## src/rtl/serial_adder_ctrl_if.sv

```systemverilog
// Operand/result handshake bundle for serial_adder_ctrl.
// The ovf signal exists only when SERIAL_ADDER_OVF_EN is defined.
interface serial_adder_ctrl_if #(
    parameter int WIDTH = 8
);
    logic             in_valid;
    logic             in_ready;
    logic [WIDTH-1:0] a;
    logic [WIDTH-1:0] b;
    logic             cin;
    logic             out_valid;
    logic             out_ready;
    logic [WIDTH-1:0] sum;
    logic             cout;
`ifdef SERIAL_ADDER_OVF_EN
    logic             ovf;
`endif

    modport master (
        output in_valid, a, b, cin, out_ready,
        input  in_ready, out_valid, sum, cout
`ifdef SERIAL_ADDER_OVF_EN
        , ovf
`endif
    );

    modport slave (
        input  in_valid, a, b, cin, out_ready,
        output in_ready, out_valid, sum, cout
`ifdef SERIAL_ADDER_OVF_EN
        , ovf
`endif
    );
endinterface

```

## src/rtl/serial_adder_ctrl.sv

```systemverilog
// Bit-serial adder: one full-adder cell reused LSB-first over WIDTH cycles.
// Define SERIAL_ADDER_OVF_EN to add the signed-overflow output.
module serial_adder_ctrl #(
    parameter int WIDTH = 8
) (
    input  logic                clk,
    input  logic                rst,
    serial_adder_ctrl_if.slave  bus
);
    localparam int CW = $clog2(WIDTH + 1);

    typedef enum logic [1:0] {IDLE, RUN, DONE} state_t;

    state_t           state_reg, state_next;
    logic [WIDTH-1:0] a_sh_reg, b_sh_reg, sum_reg;
    logic [WIDTH-1:0] a_sh_next, b_sh_next, sum_next;
    logic             carry_reg;
    logic             cout_reg;
    logic [CW-1:0]    cnt_reg;
    logic             accept;
    logic             last_bit;
    logic             fa_s;
    logic             fa_co;
`ifdef SERIAL_ADDER_OVF_EN
    logic             ovf_reg;
`endif

    assign accept   = (state_reg == IDLE) && bus.in_valid;
    assign last_bit = (state_reg == RUN) && (cnt_reg == CW'(WIDTH - 1));

    // The single shared full-adder cell.
    assign fa_s  = a_sh_reg[0] ^ b_sh_reg[0] ^ carry_reg;
    assign fa_co = (a_sh_reg[0] & b_sh_reg[0]) | (carry_reg & (a_sh_reg[0] ^ b_sh_reg[0]));

    // Operands shift right; the new sum bit enters at the MSB so that after
    // WIDTH steps the LSB-first result lines up in sum_reg.
    genvar gi;
    generate
        for (gi = 0; gi < WIDTH; gi++) begin : g_shift
            if (gi == WIDTH - 1) begin : g_msb
                assign a_sh_next[gi] = 1'b0;
                assign b_sh_next[gi] = 1'b0;
                assign sum_next[gi]  = fa_s;
            end else begin : g_body
                assign a_sh_next[gi] = a_sh_reg[gi+1];
                assign b_sh_next[gi] = b_sh_reg[gi+1];
                assign sum_next[gi]  = sum_reg[gi+1];
            end
        end
    endgenerate

    always_ff @(posedge clk or posedge rst) begin
        if (rst) begin
            state_reg <= IDLE;
        end else begin
            state_reg <= state_next;
        end
    end

    always_comb begin
        state_next = state_reg;
        case (state_reg)
            IDLE:    if (bus.in_valid)  state_next = RUN;
            RUN:     if (last_bit)      state_next = DONE;
            DONE:    if (bus.out_ready) state_next = IDLE;
            default:                    state_next = IDLE;
        endcase
    end

    always_ff @(posedge clk or posedge rst) begin
        if (rst) begin
            a_sh_reg  <= '0;
            b_sh_reg  <= '0;
            sum_reg   <= '0;
            carry_reg <= 1'b0;
            cout_reg  <= 1'b0;
            cnt_reg   <= '0;
`ifdef SERIAL_ADDER_OVF_EN
            ovf_reg   <= 1'b0;
`endif
        end else if (accept) begin
            a_sh_reg  <= bus.a;
            b_sh_reg  <= bus.b;
            carry_reg <= bus.cin;
            cnt_reg   <= '0;
        end else if (state_reg == RUN) begin
            a_sh_reg  <= a_sh_next;
            b_sh_reg  <= b_sh_next;
            sum_reg   <= sum_next;
            carry_reg <= fa_co;
            cnt_reg   <= cnt_reg + CW'(1);
            if (last_bit) begin
                cout_reg <= fa_co;
`ifdef SERIAL_ADDER_OVF_EN
                // carry_reg here is the carry into the MSB.
                ovf_reg  <= carry_reg ^ fa_co;
`endif
            end
        end
    end

    assign bus.in_ready  = (state_reg == IDLE);
    assign bus.out_valid = (state_reg == DONE);
    assign bus.sum       = sum_reg;
    assign bus.cout      = cout_reg;
`ifdef SERIAL_ADDER_OVF_EN
    assign bus.ovf       = ovf_reg;
`endif

endmodule

```

## src/flat_wrapper.sv

```systemverilog
// flat-port wrapper written by rule: the top's interface ports become plain ports
module serial_adder_ctrl_flat 
#(
    parameter int WIDTH = 8
)
  (clk, rst, bus_in_valid, bus_a, bus_b, bus_cin, bus_out_ready, bus_in_ready, bus_out_valid, bus_sum, bus_cout);
  serial_adder_ctrl_if #(.WIDTH(WIDTH)) bus_i ();
  input  logic clk;
  input  logic rst;
  input wire logic [$bits(bus_i.in_valid)-1:0] bus_in_valid;
  input wire logic [$bits(bus_i.a)-1:0] bus_a;
  input wire logic [$bits(bus_i.b)-1:0] bus_b;
  input wire logic [$bits(bus_i.cin)-1:0] bus_cin;
  input wire logic [$bits(bus_i.out_ready)-1:0] bus_out_ready;
  output wire logic [$bits(bus_i.in_ready)-1:0] bus_in_ready;
  output wire logic [$bits(bus_i.out_valid)-1:0] bus_out_valid;
  output wire logic [$bits(bus_i.sum)-1:0] bus_sum;
  output wire logic [$bits(bus_i.cout)-1:0] bus_cout;
  assign bus_i.in_valid = bus_in_valid;
  assign bus_i.a = bus_a;
  assign bus_i.b = bus_b;
  assign bus_i.cin = bus_cin;
  assign bus_i.out_ready = bus_out_ready;
  assign bus_in_ready = bus_i.in_ready;
  assign bus_out_valid = bus_i.out_valid;
  assign bus_sum = bus_i.sum;
  assign bus_cout = bus_i.cout;
  serial_adder_ctrl #(.WIDTH(WIDTH)) u_core (.clk(clk), .rst(rst), .bus(bus_i));
endmodule
```

## config.mk

```make
export PLATFORM = sky130hd
export DESIGN_NAME = serial_adder_ctrl_flat
export DESIGN_NICKNAME = d
export VERILOG_FILES = /design/src/rtl/serial_adder_ctrl_if.sv /design/src/rtl/serial_adder_ctrl.sv /design/src/flat_wrapper.sv
export SDC_FILE = /design/constraint.sdc
export NUM_CORES = 1
export LEC_CHECK = 0
export ABC_AREA = 1
export BUFFER_PORTS_ARGS = -buffer_cell sky130_fd_sc_hd__buf_2
export CAP_MARGIN = 5
export CORE_MARGIN = 3
export CORE_UTILIZATION = 50
export DETAILED_ROUTE_END_ITERATION = 16
export PLACE_DENSITY = 0.76
export SLEW_MARGIN = 20
export SYNTH_ARGS = -nofsm -noshare
export SYNTH_HDL_FRONTEND = slang
export SYNTH_SLANG_ARGS = --single-unit
export TNS_END_PERCENT = 20
```

## constraint.sdc

```tcl
create_clock -name clk -period 2.9 [get_ports clk]
set_input_delay 0 -clock clk [delete_from_list [all_inputs] [get_ports clk]]
set_output_delay 0 -clock clk [all_outputs]
set_load 0.01 [all_outputs]
```

==> results.sh <==
export IMPL_firstDrtPassIters=4
export IMPL_cts_setup_buffers=0
export IMPL_cts_resized=0
export IMPL_finalHoldViolations=0
export IMPL_routed_wl_um=3010
export IMPL_synthesis_area_sq_mm=0.00142
export IMPL_nets=235
export IMPL_drc_errors=0
export IMPL_dp_hpwl_um=1970
export IMPL_maxSlewViolCount=0
export IMPL_clk_latency_ns=0.33
export IMPL_gp_congestion=0.733
export IMPL_synthToLayoutAreaGrowth_pct=27.8
export IMPL_grt_overflow_total=0
export IMPL_period_minus_slack_ns=1.47
export IMPL_grt_max_degree=33
export IMPL_rows=18
export IMPL_ys_warn_count=0
export IMPL_leakage_nw=0.943
export IMPL_fin_cells=243
export IMPL_core_sq_mm=0.00259
export IMPL_root_buffer="clkbuf_4"
export IMPL_clock_skew_ns=0.00687
export IMPL_grt_total_usage_pct=20.8
export IMPL_grt_pass1_wl_um=5440
export IMPL_ys_types=19
export IMPL_drive_gt1_share_pct=20.2
export IMPL_crit_arrival_ns=1.74
export IMPL_grt_pass1_vias=1324
export IMPL_finalInstanceArea_sq_mm=0.00181
export IMPL_max_slew_margin_pct=47.6
export IMPL_antenna_found_initial=0
export IMPL_die_height_um=59.3
export IMPL_holdCritPathClass="in2reg"
export IMPL_path_max_fanout=21
export IMPL_p_total_mw=1.62
export IMPL_drv_cap=0
export IMPL_die_area_sq_mm=0.00352
export IMPL_endpoint_kind="flip-flop"
export IMPL_status="finished, final reports clean"
export IMPL_vias=1256
export IMPL_ios=32
export IMPL_fillers=206
export IMPL_cts_tree="done"
export IMPL_hold_ws_ns=0.0838
export IMPL_tns_ns=0
export IMPL_rsz0062_at_grt="false"
export IMPL_die_width_um=59.3
export IMPL_worstPathRequired_ns=3.16
export IMPL_syn_area_per_cell_sq_um=8.77
export IMPL_dp_cells=216
export IMPL_start_util_pct=54.8
export IMPL_cts_path_max_buffers=2
export IMPL_placedInstanceArea_sq_mm=0.00157
export IMPL_worst_slew_pin_slew_ns=0.786
export IMPL_cts_buffers=5
export IMPL_via_per_inst=5.17
export IMPL_synth_nets=185
export IMPL_fin_crit_sh_pct=50.7
export IMPL_n_antenna_cell=0
export IMPL_path_class="reg2reg"
export IMPL_cts_max_level=2
export IMPL_cts_sinks=32
export IMPL_drt_iter0_drc=73
export IMPL_clk_pin_slew_ns=0.09
export IMPL_power_density_mw_per_mm2=892
export IMPL_routedWlPerCell_um=12.4
export IMPL_ant_nets=0
export IMPL_fmax_ghz=0.680
export IMPL_ir_drop_mv=0.683
export IMPL_seq_area_frac_synth_pct=56.4
export IMPL_portBuffers=31
export IMPL_start_kind="flip-flop"
export IMPL_cts_hold_fix_buffers=19
export IMPL_setup_viol=0
export IMPL_ys_ff_latch=32
export IMPL_syn_inst=162
[cell usage after synthesis]
cell	n	area (sq um)
nand2_2	1	6.26
nor2_4	1	11.3
clkinv_4	1	8.76
buf_2	5	25.0
inv_2	1	3.75
nand3_1	35	175
inv_1	3	11.3
ha_1	1	12.5
fa_1	1	20.0
nor2_1	2	7.51
buf_6	2	22.5
nand4_1	1	6.26
xnor2_1	1	8.76
o31ai_1	1	7.51
dfrtp_1	32	801
o21ai_1	5	25.0
nand2_1	67	251
buf_4	1	7.51
o21ai_2	1	8.76
[metrics by stage]
step / setup WS [ns] / util, %
4_1_cts: 1.43 / 70.0
2_1_floorplan: 1.84 / -
3_3_place_gp: 1.54 / 60.4
5_1_grt: 1.29 / 70.0
6_report: 1.43 / 70.0
3_5_place_dp: 1.45 / 60.4
[critical path, stage by stage (launching register included)]
cell	delay, ns
dfrtp_1	0.47
o21ai_2	0.67
nand2_1	0.16
nand2_1	0.11
[layout make-up]
type                       instances  area [sq um]  share of cell area, %
sequential                        32           801                   44.1
multi-input combinational        117           541                   29.8
timing repair buffer              51           353                   19.4
clock buffer                       8          58.8                   3.24
tap                               30          37.5                   2.07
inverter                           5          23.8                   1.31
[path summary, 6_finish.rpt]
check,start,endpoint,slack (ns),cells past startpoint
worst min-delay path,bus_in_valid,u_core.state_reg[0],0.08,3
worst min register to register,u_core.b_sh_reg[7],u_core.b_sh_reg[7],0.49,2
worst max register to register,u_core.state_reg[0],u_core.cnt_reg[3],1.43,3
max in group asynchronous,rst,u_core.bus.sum[1],2.33,4
worst max-delay path,u_core.state_reg[0],u_core.cnt_reg[3],1.43,3
min in group asynchronous,rst,u_core.bus.sum[6],0.28,4
[layout by cell type (no fill, tap or decap), drive strengths merged]
cell	netlist	final
buf	8	32
clkbuf	0	8
clkinv	1	1
dfrtp	32	32
dlygate4sd3	0	19
fa	1	1
ha	1	1
inv	4	4
nand2	68	68
nand3	35	35
nand4	1	1
nor2	3	3
o21ai	6	6
o31ai	1	1
xnor2	1	1
[logic make-up (layout without fill, tap and decap cells)]
family	Yosys count	in the layout	synth area share, %
compound gates	7	7	2.91
xor+xnor	1	1	0.617
fa+ha+maj	2	2	2.29
buf+inv	13	64	5.55
flops	32	32	56.4
simple gates	107	107	32.2
[per-layer routing]
metal | share of wire, % | track usage, %
met1 | 43 | 23.3
met2 | 50 | 36.5
met3 | 5.0 | 5.88
met4 | 1.8 | 8.74
met5 | 0 | 0
[power breakdown]
part	leakage, nW	total, mW	switching (mW)	internal [mW]
logic	0.499	0.596	0.365	0.231
registers	0.412	0.754	0.132	0.623
clock network	0.0326	0.267	0.147	0.120
total	0.943	1.62	0.645	0.973
(Power assumes the default switching activity.)
